--- src/rtl/riscv_data_mem_responder_if.sv ---
// Load/store request and response channels between a core (master) and the
// data memory responder (slave).
interface riscv_data_mem_responder_if #(
    parameter int REG_WIDTH = 32
);
    logic                 req_valid;
    logic                 req_ready;
    logic                 req_we;
    logic [REG_WIDTH-1:0] req_addr;
    logic [2:0]           req_funct3;
    logic [REG_WIDTH-1:0] req_wdata;
    logic                 rsp_valid;
    logic                 rsp_ready;
    logic [REG_WIDTH-1:0] rsp_rdata;
    logic                 rsp_err;

    modport master (
        output req_valid, req_we, req_addr, req_funct3, req_wdata, rsp_ready,
        input  req_ready, rsp_valid, rsp_rdata, rsp_err
    );

    modport slave (
        input  req_valid, req_we, req_addr, req_funct3, req_wdata, rsp_ready,
        output req_ready, rsp_valid, rsp_rdata, rsp_err
    );
endinterface

--- src/rtl/riscv_data_mem_responder.sv ---
// Word-addressed data RAM answering RISC-V B/H/W loads and stores after LATENCY wait cycles.
// Define DMEM_ERR_CHECK_EN to flag misaligned, out-of-range and illegal-funct3 accesses.
module riscv_data_mem_responder #(
    parameter int REG_WIDTH    = 32,
    parameter int NUM_MEM_LOCS = 64,
    parameter int LATENCY      = 1
) (
    input  logic                   clk,
    input  logic                   rstn,
    riscv_data_mem_responder_if.slave bus,
    output logic [REG_WIDTH-1:0]   mem1,
    output logic [1:0]             dbg_state
);
    // Handshake: a transfer happens on a rising edge where valid && ready are
    // both high; once raised, valid and its payload hold until that edge.
    localparam int IDX_W = (NUM_MEM_LOCS > 1) ? $clog2(NUM_MEM_LOCS) : 1;

    typedef enum logic [1:0] {
        S_IDLE = 2'd0,
        S_WAIT = 2'd1,
        S_RESP = 2'd2
    } state_t;

    typedef enum logic [1:0] {
        SZ_B = 2'd0,
        SZ_H = 2'd1,
        SZ_W = 2'd2
    } size_t;

    state_t               state_q;
    logic [3:0]           cnt_q;
    logic                 we_q;
    logic [REG_WIDTH-1:0] addr_q;
    logic [2:0]           f3_q;
    logic [REG_WIDTH-1:0] wdata_q;
    logic                 rsp_valid_q;
    logic [REG_WIDTH-1:0] rsp_rdata_q;
    logic                 rsp_err_q;
    logic [REG_WIDTH-1:0] mem_q [NUM_MEM_LOCS];

    // With LATENCY=0 the commit happens on the acceptance edge, so the
    // datapath must look at the live request instead of the latched copy.
    logic                 c_we;
    logic [REG_WIDTH-1:0] c_addr;
    logic [REG_WIDTH-1:0] c_wdata;
    logic [2:0]           c_f3;
    logic [29:0]          c_word;
    logic [IDX_W-1:0]     c_idx;
    logic [1:0]           c_lane;
    logic [1:0]           eff_lane;
    logic [REG_WIDTH-1:0] rd_word;
    size_t                sz;
    logic                 uns;
    logic                 f3_bad;
    logic                 c_err;
    logic [7:0]           byte_sel;
    logic [15:0]          half_sel;
    logic [REG_WIDTH-1:0] load_val;
    logic [3:0]           st_mask;
    logic [REG_WIDTH-1:0] st_data;
    logic [REG_WIDTH-1:0] wr_word;
    logic                 commit;

    assign c_we    = (state_q == S_IDLE) ? bus.req_we     : we_q;
    assign c_addr  = (state_q == S_IDLE) ? bus.req_addr   : addr_q;
    assign c_wdata = (state_q == S_IDLE) ? bus.req_wdata  : wdata_q;
    assign c_f3    = (state_q == S_IDLE) ? bus.req_funct3 : f3_q;

    assign c_word  = c_addr[31:2];
    assign c_idx   = c_word[IDX_W-1:0];
    assign c_lane  = c_addr[1:0];
    assign rd_word = mem_q[c_idx];

    always_comb begin
        sz     = SZ_W;
        uns    = 1'b0;
        f3_bad = 1'b0;
        case (c_f3)
            3'b000: sz = SZ_B;
            3'b001: sz = SZ_H;
            3'b010: sz = SZ_W;
            3'b100: begin
                if (c_we) begin
                    f3_bad = 1'b1;
                end else begin
                    sz  = SZ_B;
                    uns = 1'b1;
                end
            end
            3'b101: begin
                if (c_we) begin
                    f3_bad = 1'b1;
                end else begin
                    sz  = SZ_H;
                    uns = 1'b1;
                end
            end
            default: f3_bad = 1'b1;
        endcase
    end

    // Halves ignore addr[0] and words ignore addr[1:0]; only matters when unchecked.
    assign eff_lane = (sz == SZ_W) ? 2'b00 :
                      (sz == SZ_H) ? {c_lane[1], 1'b0} : c_lane;

`ifdef DMEM_ERR_CHECK_EN
    assign c_err = f3_bad
                 || ((sz == SZ_H) && c_lane[0])
                 || ((sz == SZ_W) && (c_lane != 2'b00))
                 || ({2'b00, c_word} >= 32'(NUM_MEM_LOCS));
`else
    logic unused_bits;
    assign unused_bits = ^{f3_bad, c_word[29:IDX_W]};
    assign c_err       = 1'b0;
`endif

    assign byte_sel = rd_word[{eff_lane, 3'b000} +: 8];
    assign half_sel = eff_lane[1] ? rd_word[31:16] : rd_word[15:0];

    always_comb begin
        load_val = rd_word;
        st_mask  = 4'b1111;
        st_data  = c_wdata;
        case (sz)
            SZ_B: begin
                load_val = uns ? {24'b0, byte_sel} : {{24{byte_sel[7]}}, byte_sel};
                st_mask  = 4'b0001 << eff_lane;
                st_data  = {4{c_wdata[7:0]}};
            end
            SZ_H: begin
                load_val = uns ? {16'b0, half_sel} : {{16{half_sel[15]}}, half_sel};
                st_mask  = eff_lane[1] ? 4'b1100 : 4'b0011;
                st_data  = {2{c_wdata[15:0]}};
            end
            default: begin
                load_val = rd_word;
                st_mask  = 4'b1111;
                st_data  = c_wdata;
            end
        endcase
    end

    always_comb begin
        wr_word = rd_word;
        for (int i = 0; i < 4; i++) begin
            if (st_mask[i]) wr_word[8*i +: 8] = st_data[8*i +: 8];
        end
    end

    assign commit = ((state_q == S_IDLE) && bus.req_valid && (LATENCY == 0))
                 || ((state_q == S_WAIT) && (cnt_q == 4'd0));

    always_ff @(posedge clk or negedge rstn) begin
        if (!rstn) begin
            state_q     <= S_IDLE;
            cnt_q       <= 4'd0;
            we_q        <= 1'b0;
            addr_q      <= '0;
            f3_q        <= 3'b000;
            wdata_q     <= '0;
            rsp_valid_q <= 1'b0;
            rsp_rdata_q <= '0;
            rsp_err_q   <= 1'b0;
            for (int i = 0; i < NUM_MEM_LOCS; i++) mem_q[i] <= '0;
        end else begin
            case (state_q)
                S_IDLE: begin
                    if (bus.req_valid) begin
                        we_q    <= bus.req_we;
                        addr_q  <= bus.req_addr;
                        f3_q    <= bus.req_funct3;
                        wdata_q <= bus.req_wdata;
                        if (LATENCY == 0) begin
                            state_q <= S_RESP;
                        end else begin
                            state_q <= S_WAIT;
                            cnt_q   <= 4'(LATENCY - 1);
                        end
                    end
                end
                S_WAIT: begin
                    if (cnt_q == 4'd0) state_q <= S_RESP;
                    else               cnt_q   <= cnt_q - 4'd1;
                end
                S_RESP: begin
                    if (bus.rsp_ready) begin
                        state_q     <= S_IDLE;
                        rsp_valid_q <= 1'b0;
                    end
                end
                default: state_q <= S_IDLE;
            endcase

            if (commit) begin
                rsp_valid_q <= 1'b1;
                rsp_err_q   <= c_err;
                rsp_rdata_q <= (c_we || c_err) ? '0 : load_val;
                if (c_we && !c_err) mem_q[c_idx] <= wr_word;
            end
        end
    end

    assign bus.req_ready = (state_q == S_IDLE);
    assign bus.rsp_valid = rsp_valid_q;
    assign bus.rsp_rdata = rsp_rdata_q;
    assign bus.rsp_err   = rsp_err_q;
    assign mem1          = mem_q[1];
    assign dbg_state     = state_q;
endmodule
--- src/flat_wrapper.sv ---
// flat-port wrapper written by rule: the top's interface ports become plain ports
module riscv_data_mem_responder_flat 
#(
    parameter int REG_WIDTH    = 32,
    parameter int NUM_MEM_LOCS = 64,
    parameter int LATENCY      = 1
)
  (clk, rstn, mem1, dbg_state, bus_req_valid, bus_req_we, bus_req_addr, bus_req_funct3, bus_req_wdata, bus_rsp_ready, bus_req_ready, bus_rsp_valid, bus_rsp_rdata, bus_rsp_err);
  riscv_data_mem_responder_if #(.REG_WIDTH(REG_WIDTH)) bus_i ();
  input  logic clk;
  input  logic rstn;
  output logic [REG_WIDTH-1:0] mem1;
  output logic [1:0] dbg_state;
  input wire logic [$bits(bus_i.req_valid)-1:0] bus_req_valid;
  input wire logic [$bits(bus_i.req_we)-1:0] bus_req_we;
  input wire logic [$bits(bus_i.req_addr)-1:0] bus_req_addr;
  input wire logic [$bits(bus_i.req_funct3)-1:0] bus_req_funct3;
  input wire logic [$bits(bus_i.req_wdata)-1:0] bus_req_wdata;
  input wire logic [$bits(bus_i.rsp_ready)-1:0] bus_rsp_ready;
  output wire logic [$bits(bus_i.req_ready)-1:0] bus_req_ready;
  output wire logic [$bits(bus_i.rsp_valid)-1:0] bus_rsp_valid;
  output wire logic [$bits(bus_i.rsp_rdata)-1:0] bus_rsp_rdata;
  output wire logic [$bits(bus_i.rsp_err)-1:0] bus_rsp_err;
  assign bus_i.req_valid = bus_req_valid;
  assign bus_i.req_we = bus_req_we;
  assign bus_i.req_addr = bus_req_addr;
  assign bus_i.req_funct3 = bus_req_funct3;
  assign bus_i.req_wdata = bus_req_wdata;
  assign bus_i.rsp_ready = bus_rsp_ready;
  assign bus_req_ready = bus_i.req_ready;
  assign bus_rsp_valid = bus_i.rsp_valid;
  assign bus_rsp_rdata = bus_i.rsp_rdata;
  assign bus_rsp_err = bus_i.rsp_err;
  riscv_data_mem_responder #(.REG_WIDTH(REG_WIDTH), .NUM_MEM_LOCS(NUM_MEM_LOCS), .LATENCY(LATENCY)) u_core (.clk(clk), .rstn(rstn), .bus(bus_i), .mem1(mem1), .dbg_state(dbg_state));
endmodule
--- config.mk ---
export PLATFORM = sky130hd
export DESIGN_NAME = riscv_data_mem_responder_flat
export DESIGN_NICKNAME = d
export VERILOG_FILES = /design/src/rtl/riscv_data_mem_responder_if.sv /design/src/rtl/riscv_data_mem_responder.sv /design/src/flat_wrapper.sv
export SDC_FILE = /design/constraint.sdc
export NUM_CORES = 2
export LEC_CHECK = 0
export ABC_AREA = 1
export BUFFER_PORTS_ARGS = -buffer_cell sky130_fd_sc_hd__clkbuf_2
export CORE_MARGIN = 1.5
export CORE_UTILIZATION = 35
export CTS_BUF_LIST = sky130_fd_sc_hd__clkbuf_4 sky130_fd_sc_hd__clkbuf_8 sky130_fd_sc_hd__clkbuf_16
export DETAILED_ROUTE_END_ITERATION = 12
export PLACE_DENSITY = 0.55
export REMOVE_ABC_BUFFERS = 1
export SLEW_MARGIN = 40
export SYNTH_ARGS = -nofsm -noshare
export SYNTH_HDL_FRONTEND = slang
export SYNTH_SLANG_ARGS = --single-unit
export TNS_END_PERCENT = 10
--- constraint.sdc ---
create_clock -name clk -period 2.9 [get_ports clk]
set_clock_uncertainty 0.1 [all_clocks]
set_input_delay 0.29 -clock clk [delete_from_list [all_inputs] [get_ports clk]]
set_output_delay 0.29 -clock clk [all_outputs]
set_load 0.005 [all_outputs]
==> results.py <==
metrics = {
    "finish": {
        "layout_commonest_cell": "nand2_1",
        "drive_above_1_share_pct": 17.89,
        "area_growth_pct": 26.88,
        "utilization_pct": 44.75,
        "nets": 12350,
        "final_cell_mix": "nand2_1 (3,251), dfrtp_1 (2,130), o21ai_0 (1,552), nor2_1 (1,307), buf_4 (721)",
    },
    "clock_network": {
        "cts-buffers-inserted": 231,
        "htreeDepth": 4,
        "clockRootBuffer": "clkbuf_16",
        "cts_buffer_depth": 4,
        "clock_latency_ps": 940,
        "cts_tree": "yes",
        "clkTransAtPathRegs_ps": 70,
        "cts.sinks": 2131,
    },
    "yosys": {
        "synth_flop_cell": "dfrtp_1",
        "yosys-top-cells-area": "dfrtp_1 (56%), nand2_1 (13%), o21ai_0 (8.9%), nor2_1 (5.3%), o21ai_1 (2.3%)",
        "yosysWarnings": 0,
        "ys_types": 51,
        "synth_top_area_share_pct": 55.74,
        "syn_area_um2": 95670,
        "ys_ff_latch": 2131,
        "ys_seq_area_share_pct": 55.74,
        "synth-edff-count": 0,
        "synth.avg_cell_area_um2": 8.234,
        "async_flop_share_pct": 100.0,
        "synth_cells": 11620,
        "yosys.area.top_type": "dfrtp_1",
    },
    "placement": {
        "pre_cts_slack_ps": -1400,
        "dp_hpwl_um": 260100,
        "portBuffers": 115,
        "finalWeightedCongestion": 0.9632,
    },
    "sta": {
        "hold_slack_ps": 67.40,
        "fin_tns_setup_ps": -1668080,
        "tightest_slew_ps": 827.0,
        "fin_crit_sh_pct": 135.8,
        "rsz0062_at_grt": "true",
        "period_minus_slack_ps": 3939,
        "hold_viol": 0,
        "fmax_mhz": 253.9,
        "slew_viol_final": 0,
        "setup_slack_ps": -1039,
        "slew_headroom_pct": 44.28,
        "setup_viol": 2080,
    },
    "drt": {
        "drtIter0Drc": 12410,
        "viasPerCell": 5.539,
        "drt-wirelength-per-cell_um": 26.29,
        "drc_errors": 0,
        "wl_um": 421700,
        "via_count": 88850,
        "drtAntennaViolNets": 0,
        "firstDrtPassIters": 7,
    },
    "critical_path": {
        "arrival_ps": 4660,
        "required_ps": 3620,
        "cp_max_fo": 18,
        "cp-start-kind": "register",
        "crit_type": "reg2reg",
        "end_kind": "register",
    },
    "flow_run": {
        "drv_cap": 0,
    },
    "grt": {
        "grt_max_degree": 131,
        "overflow": 0,
        "grt_pass1_vias": 83160,
        "grtUsageTotal_pct": 28.42,
        "grt_pass1_wl_um": 582300,
        "antenna_found_initial": 16,
    },
    "floorplan": {
        "die_area_um2": 276500,
        "num_rows": 191,
        "fp.coreArea_um2": 271200,
        "start_util_pct": 35.27,
        "io_pins": 141,
        "die_w_um": 525.8,
        "die_h_um": 525.8,
    },
    "run_status": {
        "outcome": "finished with violations",
        "violations": "negative setup slack",
    },
    "hold_path": {
        "hp-class": "in2reg",
    },
}
[cells by family (layout without fill, tap and decap cells)]
family                     count (synthesis)  count (layout)  synth area share (%)
other                                      1              10              0.003920
DFF                                     2131            2131                 55.74
and+or+nand+nor                         5502            5502                 23.14
xor gates and xnor gates                   1               1              0.009156
buffers and inverters                   1253            2094                 5.948
adders and majority gates                  2               2               0.02615
AOI/OAI and AO/OA                       2729            2729                 15.13
[path summary, 6_finish.rpt]
| kind | start | slack (ps) | cells after the start | end |
|---|---|---|---|---|
| max | u_core.dbg_state[0] | -1040 | 24 | u_core.mem_q[1616] |
| min | bus_req_wdata[24] | 70 | 4 | u_core.wdata_q[24] |
| max reg2reg | u_core.dbg_state[0] | -1040 | 24 | u_core.mem_q[1616] |
| min reg2reg | u_core.mem_q[1022] | 380 | 2 | u_core.mem_q[1022] |
| max in group asynchronous | rstn | 1310 | 3 | u_core.mem_q[196] |
| min in group asynchronous | rstn | 90 | 3 | u_core.mem_q[1473] |
[state kept, by name, indices dropped and copies added, names as in the netlist]
signal,cells
u_core.bus.rsp_rdata,32
u_core.mem1,32
u_core.mem_q,2016
u_core.wdata_q,32
u_core.dbg_state,2
u_core.addr_q,8
u_core.f3_q,3
u_core.we_q,1
u_core.cnt_q,4
u_core.bus.rsp_valid,1
[cells in the mapped netlist, types with 70 or more instances]
cell	count
o21ai_0	1710
buf_2	312
o22a_1	70
clkbuf_1	501
o21ai_1	432
o22ai_1	118
or2_2	96
a21oi_1	320
nand4_1	89
nand2_1	3379
nand3_1	417
dfrtp_1	2131
inv_1	283
nor2_1	1359
[through the flow]
step / cell area, um2 / std cells
after global routing: 121400 / 16030
after global placement: 108300 / 15360
after detailed placement: 108400 / 15370
after floorplan: 91100 / 10670
final: 121400 / 16040
after CTS: 118200 / 15890
[critical path, stage by stage (launching register included)]
cell	delay [ps]
dfrtp_2	450
nor2_4	210
buf_4	140
nand2_1	50
nand2_2	130
nor2_4	70
buf_12	140
nand2_8	130
buf_16	200
buf_12	120
buf_12	100
buf_12	120
nor2_1	40
nor2_1	100
nand3b_1	240
nand2_2	170
nand2_2	70
nor2_4	170
buf_6	150
nand2_2	80
nand2_2	110
o21ai_4	60
buf_12	170
clkbuf_16	230
o21ai_0	190
[final cells by class]
class	count	area, um2
Tap cell	3570	4467
Antenna cell	9	22.52
Clock buffer	351	7093
Multi-Input combinational cell	8235	38240
Fill cell	26160	149900
Inverter	299	1131
Timing Repair Buffer	1382	16440
Sequential cell	2131	53330
Clock inverter	62	664.4
[layer usage]
layer	track usage, %	wire length (um)
met3	5.208	41420
met4	14.04	25510
met5	0	48
met2	43.31	183800
met1	38.75	170900
[timing repair]
action,CTS,global route
endpoints found under the setup margin,2081,2080
setup buffers,42,93
cloned,14,49
gates resized for setup,198,399
hold buffers,55,0
endpoints found under the hold margin,1943,0
pin swaps,25,78
Power is not shown: default switching activity piles up to over one toggle a cycle in this logic, so the estimate is an artifact.
